===== config.mk =====
export PLATFORM = sky130hd
export DESIGN_NAME = tqvp_raster_scheduler
export DESIGN_NICKNAME = d
export VERILOG_FILES = /design/src/rtl/tqvp_raster_scheduler.sv
export SDC_FILE = /design/constraint.sdc
export NUM_CORES = 1
export LEC_CHECK = 0
export ABC_AREA = 1
export ABC_CLOCK_PERIOD_IN_PS = 9700
export BUFFER_PORTS_ARGS = -buffer_cell sky130_fd_sc_hd__buf_4
export CORE_UTILIZATION = 35
export CTS_CLUSTER_DIAMETER = 150
export DETAILED_ROUTE_END_ITERATION = 10
export GPL_TIMING_DRIVEN = 0
export PLACE_DENSITY = 0.61
export SLEW_MARGIN = 20
export SYNTH_ARGS = -nofsm -noshare
export SYNTH_HDL_FRONTEND = slang
export SYNTH_SLANG_ARGS = --single-unit

===== constraint.sdc =====
create_clock -name clk -period 9.7 [get_ports clk]
set_clock_uncertainty 0.1 [all_clocks]
set_input_delay 0.485 -clock clk [delete_from_list [all_inputs] [get_ports clk]]
set_output_delay 0.485 -clock clk [all_outputs]
set_load 0.005 [all_outputs]

===== src/rtl/tqvp_raster_scheduler.sv =====
// Beam-position event sequencer: walks a CPU-programmed table of (x, y) events each
// frame, switching the output colour and optionally raising an interrupt as the beam passes.
module tqvp_raster_scheduler #(
    parameter int NUM_EVENTS = 8,
    parameter int PTR_W      = 3
) (
    input  logic        clk,
    input  logic        rst_n,
    input  logic [5:0]  address,
    input  logic [31:0] data_in,
    input  logic [1:0]  data_write_n,
    input  logic [1:0]  data_read_n,
    output logic [31:0] data_out,
    output logic        data_ready,
    input  logic [9:0]  hpos,
    input  logic [9:0]  vpos,
    input  logic        display_on,
    output logic [5:0]  rgb,
    output logic        user_interrupt
);

    typedef enum logic [1:0] {
        S_IDLE  = 2'd0,
        S_WAIT  = 2'd1,
        S_ARMED = 2'd2,
        S_DONE  = 2'd3
    } state_t;

    logic [7:0]       r_ctrl;
    logic [31:0]      r_entry [NUM_EVENTS];
    state_t           r_state;
    logic [PTR_W-1:0] r_ptr;
    logic [5:0]       r_color;
    logic             r_irq_pending;
    logic [5:0]       r_rgb;
    logic             r_at_origin_d;

    logic        w_write;
    logic        w_word;
    logic        w_ctrl_wr;
    logic        w_status_clr;
    logic        w_run;
    logic        w_frame_start;
    logic [31:0] w_cur;
    logic        w_match;
    logic        w_unused;

    assign w_write      = (data_write_n != 2'b11);
    assign w_word       = (data_write_n == 2'b10);
    assign w_ctrl_wr    = w_write && (address == 6'h00);
    assign w_status_clr = w_write && (address == 6'h04) && data_in[0];
    // A run=0 write lands in IDLE on its own edge, so it beats a coincident frame_start.
    assign w_run        = w_ctrl_wr ? data_in[0] : r_ctrl[0];

    assign w_frame_start = (hpos == '0) && (vpos == '0) && !r_at_origin_d;
    assign w_cur         = r_entry[r_ptr];
    // {y, x} sits in the low 20 bits of an entry, so one unsigned compare orders beam position.
    assign w_match       = ({vpos, hpos} >= w_cur[19:0]);

    assign w_unused = &{1'b0, data_read_n};

    always_ff @(posedge clk) begin
        if (!rst_n) begin
            r_ctrl <= '0;
            for (int i = 0; i < NUM_EVENTS; i++) begin
                r_entry[i] <= '0;
            end
        end else begin
            if (w_ctrl_wr) begin
                r_ctrl <= data_in[7:0];
            end
            for (int i = 0; i < NUM_EVENTS; i++) begin
                if (w_word && (address == 6'(32 + 4 * i))) begin
                    r_entry[i] <= data_in;
                end
            end
        end
    end

    always_ff @(posedge clk) begin
        if (!rst_n) begin
            r_state       <= S_IDLE;
            r_ptr         <= '0;
            r_color       <= '0;
            r_irq_pending <= 1'b0;
            r_rgb         <= '0;
            r_at_origin_d <= 1'b0;
        end else begin
            r_at_origin_d <= (hpos == '0) && (vpos == '0);
            // Clear first so that an irq-setting event on the same edge overrides it.
            if (w_status_clr) begin
                r_irq_pending <= 1'b0;
            end
            if (!w_run) begin
                r_state <= S_IDLE;
                r_ptr   <= '0;
            end else if (r_state == S_IDLE) begin
                r_state <= S_WAIT;
            end else if (w_frame_start) begin
                r_color <= r_ctrl[6:1];
                r_ptr   <= '0;
                r_state <= S_ARMED;
            end else if (r_state == S_ARMED) begin
                if (!w_cur[31]) begin
                    r_state <= S_DONE;
                end else if (w_match) begin
                    r_color <= w_cur[25:20];
                    if (w_cur[30]) begin
                        r_irq_pending <= 1'b1;
                    end
                    if (r_ptr == PTR_W'(NUM_EVENTS - 1)) begin
                        r_state <= S_DONE;
                    end else begin
                        r_ptr <= r_ptr + 1'b1;
                    end
                end
            end
            r_rgb <= (r_ctrl[0] && display_on) ? r_color : '0;
        end
    end

    always_comb begin
        data_out = '0;
        if (address == 6'h00) begin
            data_out[7:0] = r_ctrl;
        end else if (address == 6'h04) begin
            data_out[PTR_W+2:3] = r_ptr;
            data_out[2:1]       = r_state;
            data_out[0]         = r_irq_pending;
        end
        for (int i = 0; i < NUM_EVENTS; i++) begin
            if (address == 6'(32 + 4 * i)) begin
                data_out = r_entry[i];
            end
        end
    end

    assign data_ready     = 1'b1;
    assign rgb            = r_rgb;
    assign user_interrupt = r_irq_pending & r_ctrl[7];

endmodule


==> impl_summary.log, run 1 <==
[metrics] Mapped Cells: about 1600
[metrics] worst-path maximum fanout: 11
[metrics] Detailed Routing Iterations Pass 1: 6
[metrics] IO Count: roughly 110
[metrics] mux share of post-synthesis cell area: 0
[metrics] final net count: around 1800
[metrics] most prevalent standard cell on the critical path: sky130_fd_sc_hd__nand2_1
[metrics] relative contribution of sequential cells to total power: 0.526
[metrics] net count after synthesis: roughly 1700
[metrics] fin crit period: just under 5 ns
[metrics] Post-DP HPWL: roughly 37000 um
[metrics] relative max-transition margin: 0.297
[metrics] synthesized-area fraction occupied by ao, oa, aoi and oai cells: 0.127
[metrics] areal power density over the cells: about 160 nW/um2
[metrics] Inserted Clock Buffers: 30
[metrics] final global-route overflow total: 0
[metrics] distinct cell type count after synthesis: 38
[metrics] die footprint: 41500 um2
[metrics] cell chain of the critical path: clkbuf_1 > clkbuf_1 > o21ai_0 > o221ai_1 > o21ai_1 > ha_1 > nand2_1 > nor2_1 > a21oi_1 > nand4_1 > nand2_1 > nand2_2 > buf_4 > nand3_1 > nand2_1 > nor2_1
[metrics] Layout Cells excl Fill: between 2000 and 2500
[metrics] post-route standard cell area excluding fillers: roughly 17000 um2
[metrics] via count: 12800
[metrics] Sw Ratio: 0.233
[metrics] TritonCTS clock tree: done
[metrics] top library cells by usage in the layout, fill and taps aside: 373 x sky130_fd_sc_hd__nor2_1, 290 x sky130_fd_sc_hd__nand2_1, 256 x sky130_fd_sc_hd__edfxtp_1, 149 x sky130_fd_sc_hd__o21ai_0, 114 x sky130_fd_sc_hd__buf_4
[metrics] detailed-route vias per instance: between 5 and 6
[metrics] Std-Cell Core Area: 39900 um2
[metrics] worst hold endpoint: r_ctrl[3]
[metrics] Post-CTS Repair Setup Buffers: 0
[metrics] fraction of final layout cells sized beyond drive strength 1: 0.127
[metrics] post-synthesis share of cell area spent on full adders, half adders and majority gates: 0.0193
[metrics] cell type with the highest aggregate area in the netlist: sky130_fd_sc_hd__edfxtp_1
[metrics] share of the clock period used by the worst path after layout: 0.500
[metrics] sum of buffers and inverters on the critical path: 3
[metrics] x dimension of the die: ~200 um
[metrics] final worst-path setup slack: just under 5 ns
[metrics] slack of the worst reg-to-reg path: 4.85 ns
[metrics] critical-path cell with the highest stage delay: sky130_fd_sc_hd__clkbuf_1
[metrics] final routed wirelength across all metal layers: between 50000 and 60000 um
[metrics] Setup TNS: 0 ns
[metrics] number of design-rule violations left by the first detailed-router iteration: 1709
[metrics] number of antenna violations at the first check in global routing: 1
[metrics] post-synthesis share of cell area spent on xor and xnor gates: 0
[metrics] clock-pin transition on the worst setup and hold timing paths: roughly 0.060 ns
[metrics] clock latency of the later-clocked register in the worst-skew pair: a little under 0.6 ns
[metrics] number of cells traversed by the worst hold path: 3
[metrics] end of the worst register-to-register path: r_ptr[0]
[metrics] total track usage: 0.258
[metrics] final hold vios: 0
[metrics] worst slack, placed: between 5 and 6 ns
[metrics] worst-margin pin slew: between 1 and 1.5 ns
[metrics] clock network fraction of total power: 0.406
[metrics] Hold WC Path Type: primary input to flip-flop
[metrics] Synth Area in Simple Gates: 0.212
[metrics] # port buffers: roughly 100
[metrics] row cnt: between 70 and 80
[metrics] f_max: roughly 210 MHz
[metrics] CTS H-tree lvls: 1
[metrics] proportion of power drawn by combinational gates: 0.068
[metrics] mean instance size in the synthesized netlist: 9.05 um2
[metrics] launch point of the worst hold path: data_in[3]
[metrics] synthesis-stage register bit count: ~290
[metrics] number of buffers between clock root and the deepest sink: 3
[metrics] post-route DRC violation count: 0
[metrics] clock sink total: 286
[metrics] share of Yosys cell area claimed by the top area cell type: 0.539
[metrics] placed cell area: between 15000 and 20000 um2
[metrics] data required time at the worst endpoint: roughly 10 ns
[metrics] starting utilization of the core area: 0.357
[metrics] most common library cell in the layout ignoring fill and taps: sky130_fd_sc_hd__nor2_1
[metrics] endpoint type of the worst setup path: flip-flop
[metrics] largest vdd supply drop: approximately 0.00013 V
[metrics] Largest stage delay, worst path: between 0.8 and 0.9 ns
[metrics] vias in the first global route: roughly 13000
[metrics] first-pass GRT wire length: between 70000 and 80000 um
[metrics] Routability Congestion: between 0.9 and 1
[metrics] quantity of hold-fixing buffers added after cts: 0
[metrics] setup repair after global routing missed its margin: false
[metrics] Largest delay share family, worst path: buffers and inverters
[metrics] number of cells on the worst reg-to-reg path: 16
[metrics] maximum number of pins on one net before global-route repair: 21
[metrics] number of nets with antenna violations after routing: 0
[metrics] yosys warns: 0
[metrics] synthesized cell area: ~14000 um2
[metrics] cell count after placement: between 2000 and 2500
[metrics] leakage power of the design: 6.42 nW
[metrics] post-cts sizing count: 0
[metrics] main area contributors after synthesis: sky130_fd_sc_hd__edfxtp_1 54%, sky130_fd_sc_hd__nor2_1 9.8%, sky130_fd_sc_hd__nand2_1 7.8%
[metrics] count of max-cap constraint violations: 0
[metrics] Routed wire per std cell: between 20 and 25 um
[metrics] arrival time worst endpoint: roughly 5.2 ns
[metrics] area overhead of the layout relative to synthesis: 18.4%
[metrics] combinational family with the most area after synthesis: simple AND/OR/NAND/NOR gates
[metrics] crit path kind: flip-flop to flip-flop
[metrics] Power Internal: between 2 and 2.5 mW
[metrics] height of the chip: 204 um
[metrics] power spent charging and discharging nets: 0.637 mW
[metrics] max-slew violation count: 0
[metrics] element type at the critical path start: flip-flop
[metrics] run status: complete, no violations
[metrics] sequential fraction of the synthesis area: 0.581
[metrics] Finish-stage setup viols: 0
[metrics] CTS root buf: sky130_fd_sc_hd__clkbuf_16
[tightest hold or removal path: stages]
cell,delay [ns]
sky130_fd_sc_hd__buf_4,0.08
sky130_fd_sc_hd__nor2_1,0.04
sky130_fd_sc_hd__nor2_1,0.09
[how the worst max path moves through the flow]
| stage | start | endpoint | slack, ns | depth (start not counted) |
|---|---|---|---|---|
| 3_5_place_dp | flip-flop | flip-flop | 5.04 | 16 |
| 6_report | flip-flop | r_ptr[0] | 4.85 | 16 |
| 3_3_place_gp | address[0] | r_entry[7][17] | 1.98 | 7 |
| 4_1_cts | flip-flop | r_ptr[0] | 5.02 | 16 |
| 2_1_floorplan | address[0] | r_entry[7][0] | 5.72 | 6 |
| 5_1_grt | flip-flop | r_ptr[0] | 4.86 | 18 |
[layer usage]
metal  vias to the layer above  GRT usage  wire length, um
li1                       5695          -                -
met1                      6090      0.330            20400
met2                       852      0.418            24700
met3                       196     0.0525             6060
met4                         0      0.124             2700
met5                         -          0                0
[cell usage after synthesis]
library cell / n
sky130_fd_sc_hd__nand3b_1: 5
sky130_fd_sc_hd__inv_2: 8
sky130_fd_sc_hd__clkbuf_2: 1
sky130_fd_sc_hd__buf_1: 7
sky130_fd_sc_hd__buf_4: 13
sky130_fd_sc_hd__nand3_1: 18
sky130_fd_sc_hd__o22ai_1: 19
sky130_fd_sc_hd__nor3b_2: 1
sky130_fd_sc_hd__clkbuf_1: 51
sky130_fd_sc_hd__o211ai_1: 10
sky130_fd_sc_hd__dfxtp_1: 30
sky130_fd_sc_hd__o21ai_2: 1
sky130_fd_sc_hd__inv_1: 99
sky130_fd_sc_hd__nor2_2: 2
sky130_fd_sc_hd__nand3_2: 1
sky130_fd_sc_hd__nand4_1: 42
sky130_fd_sc_hd__nor3_1: 1
sky130_fd_sc_hd__a32o_1: 1
sky130_fd_sc_hd__buf_6: 1
sky130_fd_sc_hd__o21ai_1: 15
sky130_fd_sc_hd__conb_1: 1
sky130_fd_sc_hd__nand2_1: 296
sky130_fd_sc_hd__nand2_2: 5
sky130_fd_sc_hd__edfxtp_1: 256
sky130_fd_sc_hd__a21o_1: 1
sky130_fd_sc_hd__a31oi_1: 3
sky130_fd_sc_hd__a211oi_1: 1
sky130_fd_sc_hd__a22oi_1: 22
sky130_fd_sc_hd__nor2_4: 1
sky130_fd_sc_hd__buf_2: 23
sky130_fd_sc_hd__o2111ai_1: 14
sky130_fd_sc_hd__o21bai_1: 1
sky130_fd_sc_hd__o21ai_0: 151
sky130_fd_sc_hd__o221ai_1: 18
sky130_fd_sc_hd__nor2_1: 373
sky130_fd_sc_hd__a21oi_1: 57
sky130_fd_sc_hd__ha_1: 22
sky130_fd_sc_hd__nor3_2: 4
[through the flow]
stage | power (mW) | utilization | hold WS (ns)
floorplan | 1.54 | - | 0.308
global placement | 1.63 | 0.393 | 0.321
detailed placement | 1.65 | 0.400 | 0.322
CTS | 2.73 | 0.423 | 0.0554
global route | 2.81 | 0.423 | 0.0695
finish | 2.74 | 0.423 | 0.0683
[state kept, by name (all words and copies together) (netlist names), named ones only]
signal	flops
r_at_origin_d	1
r_color	6
r_ctrl	8
r_entry	256
r_irq_pending	1
r_ptr	3
r_state	2
rgb	6
[layout make-up]
type	count	area, um2
clock inverters	18	130
plain buffers	96	447
inverters	107	402
multi-input cells	1086	5160
flip-flops and latches	286	8290
diodes	1	2.50
well taps	525	657
clock buffers	35	791
repair buffers	111	998
fillers	3887	23000
[power by group through the flow]
stage                     Clock (mW)  Sequential (mW)  Combinational (mW)
after floorplan                    0             1.46              0.0876
after global placement             0             1.47               0.169
after detailed placement           0             1.46               0.187
after CTS                       1.11             1.44               0.187
after global routing            1.16             1.45               0.204
final                           1.11             1.44               0.187
[cells by family (layout without fill, tap and decap cells)]
| group | count (synthesis) | after routing |
|---|---|---|
| AOI/OAI and AO/OA | 314 | 314 |
| adders and majority gates | 22 | 22 |
| buffers and inverters | 203 | 367 |
| DFF | 286 | 286 |
| other | 1 | 2 |
| and+or+nand+nor | 749 | 749 |
Power figures use the tool's default switching activity.
==> run 2, diff against run 1 <==
ABC_CLOCK_PERIOD_IN_PS = 4600   (was 9700)
clock period = 4.6 ns   (was 9.7 ns; I/O delays follow)
==> run 2 against run 1 <==
  * Cell count increased by 0.79%
  * Worst setup slack got worse by 4.8 ns
  * Die area unchanged
  * Clock power increased by 110%
  * Critical path type unchanged
  * Critical endpoint is now r_color[4]
==> impl_summary.log, run 2 (synthesis gave the netlist of run 1 again) <==
[metrics] number of buffers between clock root and the deepest sink: 3
[metrics] areal power density over the cells: between 300 and 400 nW/um2
[metrics] number of design-rule violations left by the first detailed-router iteration: 1830
[metrics] via count: between 10000 and 15000
[metrics] count of max-cap constraint violations: 0
[metrics] slack of the worst reg-to-reg path: ~0.091 ns
[metrics] detailed-route vias per instance: roughly 5.7
[metrics] cell count after placement: around 2200
[metrics] Post-Route Hold Slack: approximately 0.0035 ns
[metrics] final routed wirelength across all metal layers: 54100 um
[metrics] largest vdd supply drop: approximately 0.00029 V
[metrics] run status: complete, no violations
[metrics] endpoint type of the worst setup path: flip-flop
[metrics] met3 track demand over resource in global routing: 0.0558
[metrics] critical-path cell with the highest stage delay: sky130_fd_sc_hd__clkbuf_1
[metrics] antenna diode count: 0
[metrics] number of antenna violations at the first check in global routing: 0
[metrics] Std-Cell Core Area: about 40000 um2
[metrics] worst slack, placed: -0.0591 ns
[metrics] maximum number of pins on one net before global-route repair: 21
[metrics] total track usage: 0.259
[metrics] Largest stage delay, worst path: around 0.64 ns
[metrics] met1 Track Usage GR: 0.330
[metrics] Routability Congestion: between 0.9 and 1
[metrics] top library cells by usage in the layout, fill and taps aside: 373 x sky130_fd_sc_hd__nor2_1, 290 x sky130_fd_sc_hd__nand2_1, 256 x sky130_fd_sc_hd__edfxtp_1, 149 x sky130_fd_sc_hd__o21ai_0, 114 x sky130_fd_sc_hd__buf_4
[metrics] post-route DRC violation count: 0
[metrics] Setup TNS: 0 ns
[metrics] max-slew violation count: 0
[metrics] row cnt: between 70 and 80
[metrics] fraction of final layout cells sized beyond drive strength 1: 0.130
[metrics] f_max: ~220 MHz
[metrics] element type at the critical path start: flip-flop
[metrics] setup repair after global routing missed its margin: false
[metrics] relative max-transition margin: 0.264
[metrics] Finish-stage setup viols: 0
[metrics] leakage power of the design: 6.52 nW
[metrics] final global-route overflow total: 0
[metrics] TritonCTS clock tree: done
[metrics] Routed wire per std cell: ~24 um
[metrics] sum of buffers and inverters on the critical path: 5
[metrics] Detailed Routing Iterations Pass 1: 6
[metrics] Largest delay share family, worst path: simple AND/OR/NAND/NOR gates
[metrics] x dimension of the die: just over 200 um
[metrics] starting utilization of the core area: 0.357
[metrics] share of the clock period used by the worst path after layout: 0.980
[metrics] launch point of the worst hold path: data_in[24]
[metrics] CTS root buf: sky130_fd_sc_hd__clkbuf_16
[metrics] IO Count: about 110
[metrics] data required time at the worst endpoint: around 5.0 ns
[metrics] clock latency of the later-clocked register in the worst-skew pair: around 0.58 ns
[metrics] met2 GRT Util: 0.418
[metrics] area overhead of the layout relative to synthesis: 19.8%
[metrics] arrival time worst endpoint: approximately 4.9 ns
[metrics] Layout Cells excl Fill: between 2000 and 2500
[metrics] worst hold endpoint: r_entry[6][24]
[metrics] max FFs per register: around 260
[metrics] Hold WC Path Type: primary input to flip-flop
[metrics] clock sink total: between 200 and 300
[metrics] final hold vios: 0
[metrics] # port buffers: between 100 and 150
[metrics] number of cells traversed by the worst hold path: 3
[metrics] grt peak-use layer: met2
[metrics] Post-DP HPWL: roughly 37000 um
[metrics] CTS H-tree lvls: 1
[metrics] crit path kind: flip-flop to flip-flop
[metrics] worst-path maximum fanout: 10
[metrics] worst-margin pin slew: 1.10 ns
[metrics] Inserted Clock Buffers: 30
[metrics] number of nets with antenna violations after routing: 0
[metrics] final worst-path setup slack: 0.0913 ns
[metrics] Post-CTS Repair Setup Buffers: 0
[metrics] die footprint: between 40000 and 50000 um2
[metrics] end of the worst register-to-register path: r_color[4]
[metrics] clock-pin transition on the worst setup and hold timing paths: around 0.06 ns
[metrics] number of cells on the worst reg-to-reg path: 18
[metrics] Top Registers: r_entry: 256 flops, r_ctrl: 8 flops
[metrics] final net count: around 1800
[metrics] most prevalent standard cell on the critical path: sky130_fd_sc_hd__nand2_1
[metrics] Largest Register: r_entry
[metrics] fin crit period: between 4 and 5 ns
[metrics] most common library cell in the layout ignoring fill and taps: sky130_fd_sc_hd__nor2_1
[metrics] height of the chip: ~200 um
[metrics] first-pass GRT wire length: around 79000 um
[metrics] cell chain of the critical path: inv_2 > buf_6 > buf_2 > clkbuf_1 > o21ai_0 > o221ai_1 > o21ai_1 > ha_1 > nand2_1 > nor2_1 > a21oi_1 > nand4_1 > nand2_1 > nand2_2 > buf_4 > nand3b_1 > nand2_1 > nor2_1
[metrics] vias in the first global route: about 13000
==> run 2: worst register-to-register path, cell delays in order, from the launching register on <==
cell and delay [ns]:
sky130_fd_sc_hd__dfxtp_1 0.39, sky130_fd_sc_hd__inv_2 0.11, sky130_fd_sc_hd__buf_6 0.15, sky130_fd_sc_hd__buf_2 0.26, sky130_fd_sc_hd__clkbuf_1 0.64, sky130_fd_sc_hd__o21ai_0 0.18
sky130_fd_sc_hd__o221ai_1 0.19, sky130_fd_sc_hd__o21ai_1 0.19, sky130_fd_sc_hd__ha_1 0.37, sky130_fd_sc_hd__nand2_1 0.06, sky130_fd_sc_hd__nor2_1 0.46, sky130_fd_sc_hd__a21oi_1 0.31
sky130_fd_sc_hd__nand4_1 0.32, sky130_fd_sc_hd__nand2_1 0.15, sky130_fd_sc_hd__nand2_2 0.14, sky130_fd_sc_hd__buf_4 0.18, sky130_fd_sc_hd__nand3b_1 0.09, sky130_fd_sc_hd__nand2_1 0.07
sky130_fd_sc_hd__nor2_1 0.05
==> run 2: what timing repair did <==
item,in CTS,in global routing
hold buffers,20,0
gates resized for setup,1,12
setup endpoints to repair,11,12
hold endpoints to repair,28,0
==> run 2: worst max-delay path by stage <==
stage,from,endpoint,depth (start not counted)
after CTS,flip-flop,r_ptr[0],17
after global placement,address[0],r_entry[7][17],7
after detailed placement,flip-flop,flip-flop,16
final,flip-flop,r_color[4],18
after global routing,flip-flop,r_ptr[0],20
after floorplan,address[0],r_entry[7][0],6
==> run 2: area by class of cell <==
type / instances / area, um2
Clock inverter: 18 / 130
Tap cell: 525 / 657
Inverter: 107 / 402
Timing Repair Buffer: 131 / 1200
Multi-Input combinational cell: 1086 / 5160
Sequential cell: 286 / 8290
Fill cell: 3871 / 22800
Clock buffer: 35 / 791
Buffer: 95 / 452
==> run 2: per-layer routing <==
metal,vias up,share of wire
met1,6123,0.38
met4,0,0.046
met3,199,0.11
met2,848,0.46
li1,5735,-
met5,-,0
==> run 2: through the flow <==
step,utilization,total power [mW],instance area [um2]
2_1_floorplan,-,3.25,14300
3_3_place_gp,0.393,3.45,15700
3_5_place_dp,0.400,3.48,15900
4_1_cts,0.428,5.78,17100
5_1_grt,0.428,5.94,17100
6_report,0.428,5.79,17100
==> run 2: where the power goes <==
part           switching (mW)  total, mW  internal [mW]
Sequential             0.0658       3.04           2.97
Clock                    1.02       2.35           1.32
Combinational           0.261      0.406          0.146
Total                    1.35       5.79           4.44
